$ cat src/rtl/lc3b_pkg.sv
// Shared definitions for the LC-3b memory bus port: access FSM states,
// byte write-enable encodings, access size constants and the write-enable
// encoder used when an access is started.
package lc3b_pkg;

  typedef enum logic [1:0] {
    IDLE   = 2'b00,
    ACCESS = 2'b01,
    DONE   = 2'b10
  } state_e;

  localparam logic [1:0] WE_NONE = 2'b00;
  localparam logic [1:0] WE_LO   = 2'b01;
  localparam logic [1:0] WE_HI   = 2'b10;
  localparam logic [1:0] WE_WORD = 2'b11;

  localparam logic SIZE_BYTE = 1'b0;
  localparam logic SIZE_WORD = 1'b1;

  // Byte enables for a new access: none on reads, both for word stores,
  // and the lane selected by address bit 0 for byte stores.
  function automatic logic [1:0] we_encode(input logic rw, input logic size, input logic a0);
    logic [1:0] we;
    if (rw == 1'b0) begin
      we = WE_NONE;
    end else if (size == SIZE_WORD) begin
      we = WE_WORD;
    end else if (a0 == 1'b1) begin
      we = WE_HI;
    end else begin
      we = WE_LO;
    end
    return we;
  endfunction

endpackage

$ cat src/rtl/mem_bus_port_if.sv
// Memory-side handshake of the bus port. The port drives the request side
// (master); the memory model or controller answers (slave).
interface mem_bus_port_if;
  logic        mem_req;
  logic [15:0] mem_addr;
  logic [1:0]  mem_we;
  logic [15:0] mem_wdata;
  logic [15:0] mem_rdata;
  logic        mem_ready;

  modport master (
    output mem_req,
    output mem_addr,
    output mem_we,
    output mem_wdata,
    input  mem_rdata,
    input  mem_ready
  );

  modport slave (
    input  mem_req,
    input  mem_addr,
    input  mem_we,
    input  mem_wdata,
    output mem_rdata,
    output mem_ready
  );
endinterface

$ cat src/rtl/mem_bus_port_mdr_format.sv
// mdr_format: formats MDR for the MDR bus gate. Word accesses pass MDR
// through; byte accesses pick the lane addressed by MAR[0] and sign-extend.
module mdr_format
  import lc3b_pkg::*;
(
  input  logic [15:0] mdr_i,
  input  logic        hi_byte_i,
  input  logic        size_i,
  output logic [15:0] mdr_fmt_o
);

  logic [7:0] byte_s;

  // Lane select and sign extension.
  always_comb begin
    byte_s    = 8'h00;
    mdr_fmt_o = 16'h0000;
    if (hi_byte_i == 1'b1) begin
      byte_s = mdr_i[15:8];
    end else begin
      byte_s = mdr_i[7:0];
    end
    if (size_i == SIZE_WORD) begin
      mdr_fmt_o = mdr_i;
    end else begin
      mdr_fmt_o = {{8{byte_s[7]}}, byte_s};
    end
  end

endmodule

$ cat src/rtl/mem_bus_port.sv
// mem_bus_port: receiving end of the 16-bit datapath bus. Holds MAR/MDR,
// runs the IDLE -> ACCESS -> DONE memory handshake and raises R (ready)
// for the control state machine.
// Optional feature: define MEM_TIMEOUT_EN to abort an ACCESS that sees no
// mem_ready within TIMEOUT_CYCLES cycles and set the sticky error flag.
module mem_bus_port
  import lc3b_pkg::*;
#(
  parameter int unsigned TIMEOUT_CYCLES = 16
) (
  input  logic                  clock_i,
  input  logic                  reset_i,
  input  logic [15:0]           bus_i,
  input  logic                  ld_mar_i,
  input  logic                  ld_mdr_i,
  input  logic                  mio_en_i,
  input  logic                  r_w_i,
  input  logic                  data_size_i,
  mem_bus_port_if.master        mem,
  output logic [15:0]           mar_o,
  output logic [15:0]           mdr_o,
  output logic [15:0]           mdr_fmt_o,
  output logic                  ready_o,
  output logic                  error_o
);

  state_e      state_q, state_d;
  logic [15:0] mar_q, mar_d;
  logic [15:0] mdr_q, mdr_d;
  logic [15:0] addr_q, addr_d;
  logic [1:0]  we_q, we_d;
  logic        rw_q, rw_d;
  logic        size_q, size_d;

`ifdef MEM_TIMEOUT_EN
  localparam int unsigned CNT_W = $clog2(TIMEOUT_CYCLES + 1);
  localparam logic [CNT_W-1:0] CNT_LAST = CNT_W'(TIMEOUT_CYCLES - 1);

  logic [CNT_W-1:0] tmo_cnt_q, tmo_cnt_d;
  logic             error_q, error_d;
`else
  logic [31:0] unused_timeout_s;
  assign unused_timeout_s = 32'(TIMEOUT_CYCLES);
`endif

  // Next-state logic: register loads from the bus and the access FSM.
  always_comb begin
    state_d = state_q;
    mar_d   = mar_q;
    mdr_d   = mdr_q;
    addr_d  = addr_q;
    we_d    = we_q;
    rw_d    = rw_q;
    size_d  = size_q;
`ifdef MEM_TIMEOUT_EN
    tmo_cnt_d = tmo_cnt_q;
    error_d   = error_q;
`endif

    if (ld_mar_i == 1'b1) begin
      mar_d = bus_i;
    end else begin
      mar_d = mar_q;
    end

    // While mio_en is high MDR belongs to the memory read path.
    if ((ld_mdr_i == 1'b1) && (mio_en_i == 1'b0)) begin
      size_d = data_size_i;
      if (data_size_i == SIZE_WORD) begin
        mdr_d = bus_i;
      end else begin
        mdr_d = {bus_i[7:0], bus_i[7:0]};
      end
    end else begin
      mdr_d = mdr_q;
    end

    case (state_q)
      IDLE: begin
        if (mio_en_i == 1'b1) begin
          // Uses the current MAR, so a same-edge ld_mar affects only later accesses.
          rw_d    = r_w_i;
          size_d  = data_size_i;
          addr_d  = {mar_q[15:1], 1'b0};
          we_d    = we_encode(r_w_i, data_size_i, mar_q[0]);
          state_d = ACCESS;
`ifdef MEM_TIMEOUT_EN
          tmo_cnt_d = '0;
`endif
        end else begin
          state_d = IDLE;
        end
      end
      ACCESS: begin
        if (mem.mem_ready == 1'b1) begin
          if (rw_q == 1'b0) begin
            mdr_d = mem.mem_rdata;
          end else begin
            mdr_d = mdr_q;
          end
          we_d    = WE_NONE;
          state_d = DONE;
        end else begin
`ifdef MEM_TIMEOUT_EN
          if (tmo_cnt_q == CNT_LAST) begin
            we_d    = WE_NONE;
            error_d = 1'b1;
            state_d = DONE;
          end else begin
            tmo_cnt_d = tmo_cnt_q + CNT_W'(1);
            state_d   = ACCESS;
          end
`else
          state_d = ACCESS;
`endif
        end
      end
      DONE: begin
        if (mio_en_i == 1'b0) begin
          state_d = IDLE;
        end else begin
          state_d = DONE;
        end
      end
      default: begin
        we_d    = WE_NONE;
        state_d = IDLE;
      end
    endcase
  end

  // State and datapath registers with synchronous reset.
  always_ff @(posedge clock_i) begin
    if (reset_i == 1'b1) begin
      state_q <= IDLE;
      mar_q   <= 16'h0000;
      mdr_q   <= 16'h0000;
      addr_q  <= 16'h0000;
      we_q    <= WE_NONE;
      rw_q    <= 1'b0;
      size_q  <= SIZE_WORD;
`ifdef MEM_TIMEOUT_EN
      tmo_cnt_q <= '0;
      error_q   <= 1'b0;
`endif
    end else begin
      state_q <= state_d;
      mar_q   <= mar_d;
      mdr_q   <= mdr_d;
      addr_q  <= addr_d;
      we_q    <= we_d;
      rw_q    <= rw_d;
      size_q  <= size_d;
`ifdef MEM_TIMEOUT_EN
      tmo_cnt_q <= tmo_cnt_d;
      error_q   <= error_d;
`endif
    end
  end

  mdr_format u_mdr_format (
    .mdr_i     (mdr_q),
    .hi_byte_i (mar_q[0]),
    .size_i    (size_q),
    .mdr_fmt_o (mdr_fmt_o)
  );

  assign mem.mem_req   = (state_q == ACCESS);
  assign mem.mem_addr  = addr_q;
  assign mem.mem_we    = we_q;
  assign mem.mem_wdata = mdr_q;
  assign mar_o         = mar_q;
  assign mdr_o         = mdr_q;
  assign ready_o       = (state_q == DONE);
`ifdef MEM_TIMEOUT_EN
  assign error_o = error_q;
`else
  assign error_o = 1'b0;
`endif

endmodule

$ cat src/flat_wrapper.sv
// flat-port wrapper written by rule: the top's interface ports become plain ports
module mem_bus_port_flat import lc3b_pkg::*;
#(
  parameter int unsigned TIMEOUT_CYCLES = 16
)
  (clock_i, reset_i, bus_i, ld_mar_i, ld_mdr_i, mio_en_i, r_w_i, data_size_i, mar_o, mdr_o, mdr_fmt_o, ready_o, error_o, mem_mem_req, mem_mem_addr, mem_mem_we, mem_mem_wdata, mem_mem_rdata, mem_mem_ready);
  mem_bus_port_if mem_i ();
  input  logic clock_i;
  input  logic reset_i;
  input  logic [15:0] bus_i;
  input  logic ld_mar_i;
  input  logic ld_mdr_i;
  input  logic mio_en_i;
  input  logic r_w_i;
  input  logic data_size_i;
  output logic [15:0] mar_o;
  output logic [15:0] mdr_o;
  output logic [15:0] mdr_fmt_o;
  output logic ready_o;
  output logic error_o;
  output wire logic [$bits(mem_i.mem_req)-1:0] mem_mem_req;
  output wire logic [$bits(mem_i.mem_addr)-1:0] mem_mem_addr;
  output wire logic [$bits(mem_i.mem_we)-1:0] mem_mem_we;
  output wire logic [$bits(mem_i.mem_wdata)-1:0] mem_mem_wdata;
  input wire logic [$bits(mem_i.mem_rdata)-1:0] mem_mem_rdata;
  input wire logic [$bits(mem_i.mem_ready)-1:0] mem_mem_ready;
  assign mem_mem_req = mem_i.mem_req;
  assign mem_mem_addr = mem_i.mem_addr;
  assign mem_mem_we = mem_i.mem_we;
  assign mem_mem_wdata = mem_i.mem_wdata;
  assign mem_i.mem_rdata = mem_mem_rdata;
  assign mem_i.mem_ready = mem_mem_ready;
  mem_bus_port #(.TIMEOUT_CYCLES(TIMEOUT_CYCLES)) u_core (.clock_i(clock_i), .reset_i(reset_i), .bus_i(bus_i), .ld_mar_i(ld_mar_i), .ld_mdr_i(ld_mdr_i), .mio_en_i(mio_en_i), .r_w_i(r_w_i), .data_size_i(data_size_i), .mem(mem_i), .mar_o(mar_o), .mdr_o(mdr_o), .mdr_fmt_o(mdr_fmt_o), .ready_o(ready_o), .error_o(error_o));
endmodule
$ cat config.mk
export PLATFORM = sky130hd
export DESIGN_NAME = mem_bus_port_flat
export DESIGN_NICKNAME = d
export VERILOG_FILES = /design/src/rtl/lc3b_pkg.sv /design/src/rtl/mem_bus_port_if.sv /design/src/rtl/mem_bus_port_mdr_format.sv /design/src/rtl/mem_bus_port.sv /design/src/flat_wrapper.sv
export SDC_FILE = /design/constraint.sdc
export NUM_CORES = 1
export LEC_CHECK = 0
export ABC_CLOCK_PERIOD_IN_PS = 2300
export BUFFER_PORTS_ARGS = -buffer_cell sky130_fd_sc_hd__buf_4
export CAP_MARGIN = 20
export CORE_MARGIN = 3
export CORE_UTILIZATION = 46
export DETAILED_ROUTE_END_ITERATION = 10
export PLACE_DENSITY_LB_ADDON = 0.1
export RECOVER_POWER = 25
export SLEW_MARGIN = 20
export SYNTH_ARGS = -nofsm -noshare
export SYNTH_HDL_FRONTEND = slang
export SYNTH_SLANG_ARGS = --single-unit
$ cat constraint.sdc
create_clock -name clock_i -period 2.3 [get_ports clock_i]
set_clock_uncertainty 0.05 [all_clocks]
set_input_delay 0.69 -clock clock_i [delete_from_list [all_inputs] [get_ports clock_i]]
set_output_delay 0.69 -clock clock_i [all_outputs]
set_load 0.03 [all_outputs]
==> run metrics <==
Total GRT Usage=between 20% and 30%; clock tree buffer depth=2; Port Buffers=122; WP data required=about 1.6 ns; CTS sink cnt=between 50 and 60; most common flop cell mapped by yosys=dfxtp_1; P_sw=807 µW; Avg WL per Cell=~16 µm; Vias=around 2.4k; total CTS buffers=5; top post-synthesis cells by area=dfxtp_1 (41%), mux2i_1 (12%), nor2_1 (7.0%); Comb power frac=roughly 31%; final setup violation count=0; Post-synth ARST share=0%; Seq/Total Area, Yosys=41.2%; Yosys top cell by area=dfxtp_1; Clk Latency, worst-skew pair=roughly 0.31 ns; max_slew headroom=24.1%; GP Congestion=a little under 0.8; Switching Share=a little over a third; Top Ports=between 100 and 150; CTS tree=done; CP Launch Type=flip-flop; Clk network pwr share=23.7%; die extent in x=between 80 and 90 µm; first-pass GRT wire length=11000 µm; Hold Path Class=flip-flop to flip-flop; setup slack, reg-to-reg=around 0.62 ns; Seq pwr share=between 40% and 50%; initial antenna violation count=0; Core Box Area=about 5300 µm²; Power Total=~2300 µW; Buf/Inv on CP=2; initial core utilization=around half; #FFs+latches synth=53; DP Area=3400 µm²; fin crit share=a little over nine tenths; EDFF count, synth=0; maximum fanout along the worst path=7; GRT overflow=0; setup TNS=0 ns; largest net degree at the start of global routing=54; Yosys top cell area share=approximately two fifths; cts hold-fix bufs=0; final hold vios=0; first-pass iteration count of the detailed router=6; worst path cell trace=nor2b_2, buf_4, mux2_2, buf_4; post-route ant nets=0; maximum vdd drop=0.000392 V; Die Ht=just over 80 µm; critical path type=flip-flop to output pin; Reg clk slew, reported paths=~0.10 ns; leakage power=roughly 0.0017 µW; synthesized area per cell=8.78 µm²; Worst Setup End Kind=output pin; initial detailed-routing violation count=142; via density per instance=5.11; Synth Cell Area=about 2600 µm²; fin nets=435; Cell variety after synth=29; Max stage delay cell, worst path=dfxtp_2; top cells by instance count after synthesis=dfxtp_1 (53), nor2_1 (48), nand2_1 (35); die area=6530 µm²; synthesis-to-layout area growth=36.2%; number of global-route vias before repair=about 2.1k; most numerous cell in the Yosys netlist=dfxtp_1; DR DRC count=0; share of cells above drive strength 1=roughly two fifths; Slew @ Worst Pin=around 1.1 ns; outcome=complete, no violations; Tmin final=2.23 ns; CP Data Arrival Time=about 1.5 ns; WL final=roughly 7400 µm; H-tree depth=2; fill count=approximately 480; delay-heaviest family, CP=flip-flops; Max Cap Violations=0; root buf cell=clkbuf_8; Gate Count Post-Synth=between 200 and 300; internal power=roughly 1500 µW; slowest stage delay, CP=0.37 ns; f_max=~0.45 GHz; cell mode on critical path=buf_4; Antenna diodes=0; Synth Warn #=0; Cell Rows=26; final slew viol count=0; fin area=3500 µm²; pwr/cell area=approximately 650 nW/µm²; Detail Placement HPWL=5560 µm
[stage by stage]
stage	utilization (%)	setup slack [ns]	hold WS [ns]	instances
detailed placement	64.6	0.246	0.399	456
CTS	66.3	0.0137	0.413	464
floorplan	-	0.255	0.496	294
finish	66.5	0.0710	0.408	466
global route	66.5	-0.000593	0.432	466
global placement	64.6	0.279	0.397	456
[routing by layer]
layer  vias to the layer above  global-route usage (%)  wire length (µm)
met4                         0                    5.41                75
met1                      1103                    28.4              3230
li1                       1186                       -                 -
met5                         -                       0                 0
met2                        83                    36.6              3480
met3                         8                    4.66               595
[layout by cell type, fill, tap and decap left out, types with 2 or more instances in the layout]
cell type,instances
clkbuf_8,5
nand3_1,5
o21ai_1,2
o211ai_1,3
nor3b_1,2
conb_1,2
nand2b_1,4
nor4_2,7
a21oi_1,20
mux2i_1,31
buf_4,128
a211oi_1,14
nand2_1,35
o21ai_0,2
nor2b_1,3
clkbuf_1,3
clkinv_4,2
dfxtp_1,51
nor2_1,47
mux2_2,7
a21o_1,9
[registers in the layout, summed over array words and instances, names as in the netlist]
signal and flops:
u_core.mar_o 16, u_core.mdr_o 16, u_core.mem.mem_addr 15, u_core.mem.mem_we 2, u_core.state_q 2, u_core.rw_q 1
u_core.size_q 1
[area by class of cell]
class / count / area, µm² / area share (%)
clock buffer: 5 / 68.8 / 1.96
clock inverter: 3 / 22.5 / 0.643
multi-input combinational: 203 / 1280 / 36.6
sequential: 53 / 1070 / 30.4
tap: 70 / 87.6 / 2.50
timing repair buffer: 132 / 977 / 27.9
[worst reg2reg max path: stages (launching register included)]
cell and delay (ns):
dfxtp_1 0.37, nor3b_2 0.85, nand2_1 0.18, a21oi_1 0.15
[power by group through the flow]
| stage | Clock, µW | Combinational (µW) | Sequential (µW) |
|---|---|---|---|
| detailed placement | 0 | 694 | 1060 |
| floorplan | 0 | 366 | 1140 |
| finish | 540 | 697 | 1040 |
| CTS | 544 | 696 | 1040 |
| global route | 579 | 740 | 1050 |
| global placement | 0 | 686 | 1060 |
[final timing paths]
check,to,from,cells after the start
setup / recovery,mdr_fmt_o[1],u_core.mar_o[0]$_SDFFE_PP0P_,4
hold / removal,u_core.mem.mem_addr[8]$_SDFFE_PP0P_,u_core.mem.mem_addr[8]$_SDFFE_PP0P_,2
setup reg to reg,u_core.mem.mem_addr[14]$_SDFFE_PP0P_,u_core.state_q[1]$_SDFF_PP0_,3
hold reg to reg,u_core.mem.mem_addr[8]$_SDFFE_PP0P_,u_core.mem.mem_addr[8]$_SDFFE_PP0P_,2
[cell families (layout without fill, tap and decap cells)]
group,count (synthesis),in the layout,share of synthesized area [%]
buffers and inverters,38,140,9.24
other,1,2,0.146
muxes,39,39,15.7
and+or+nand+nor,110,110,20.9
DFF,53,53,41.2
AOI/OAI and AO/OA,52,52,12.8
[what timing repair did]
action	in CTS	in global routing
setup endpoints to repair	9	7
buffers inserted	0	2
gates resized for setup	1	4
cloned	0	0
endpoints found under the hold margin	0	0
(Power assumes the default switching activity.)
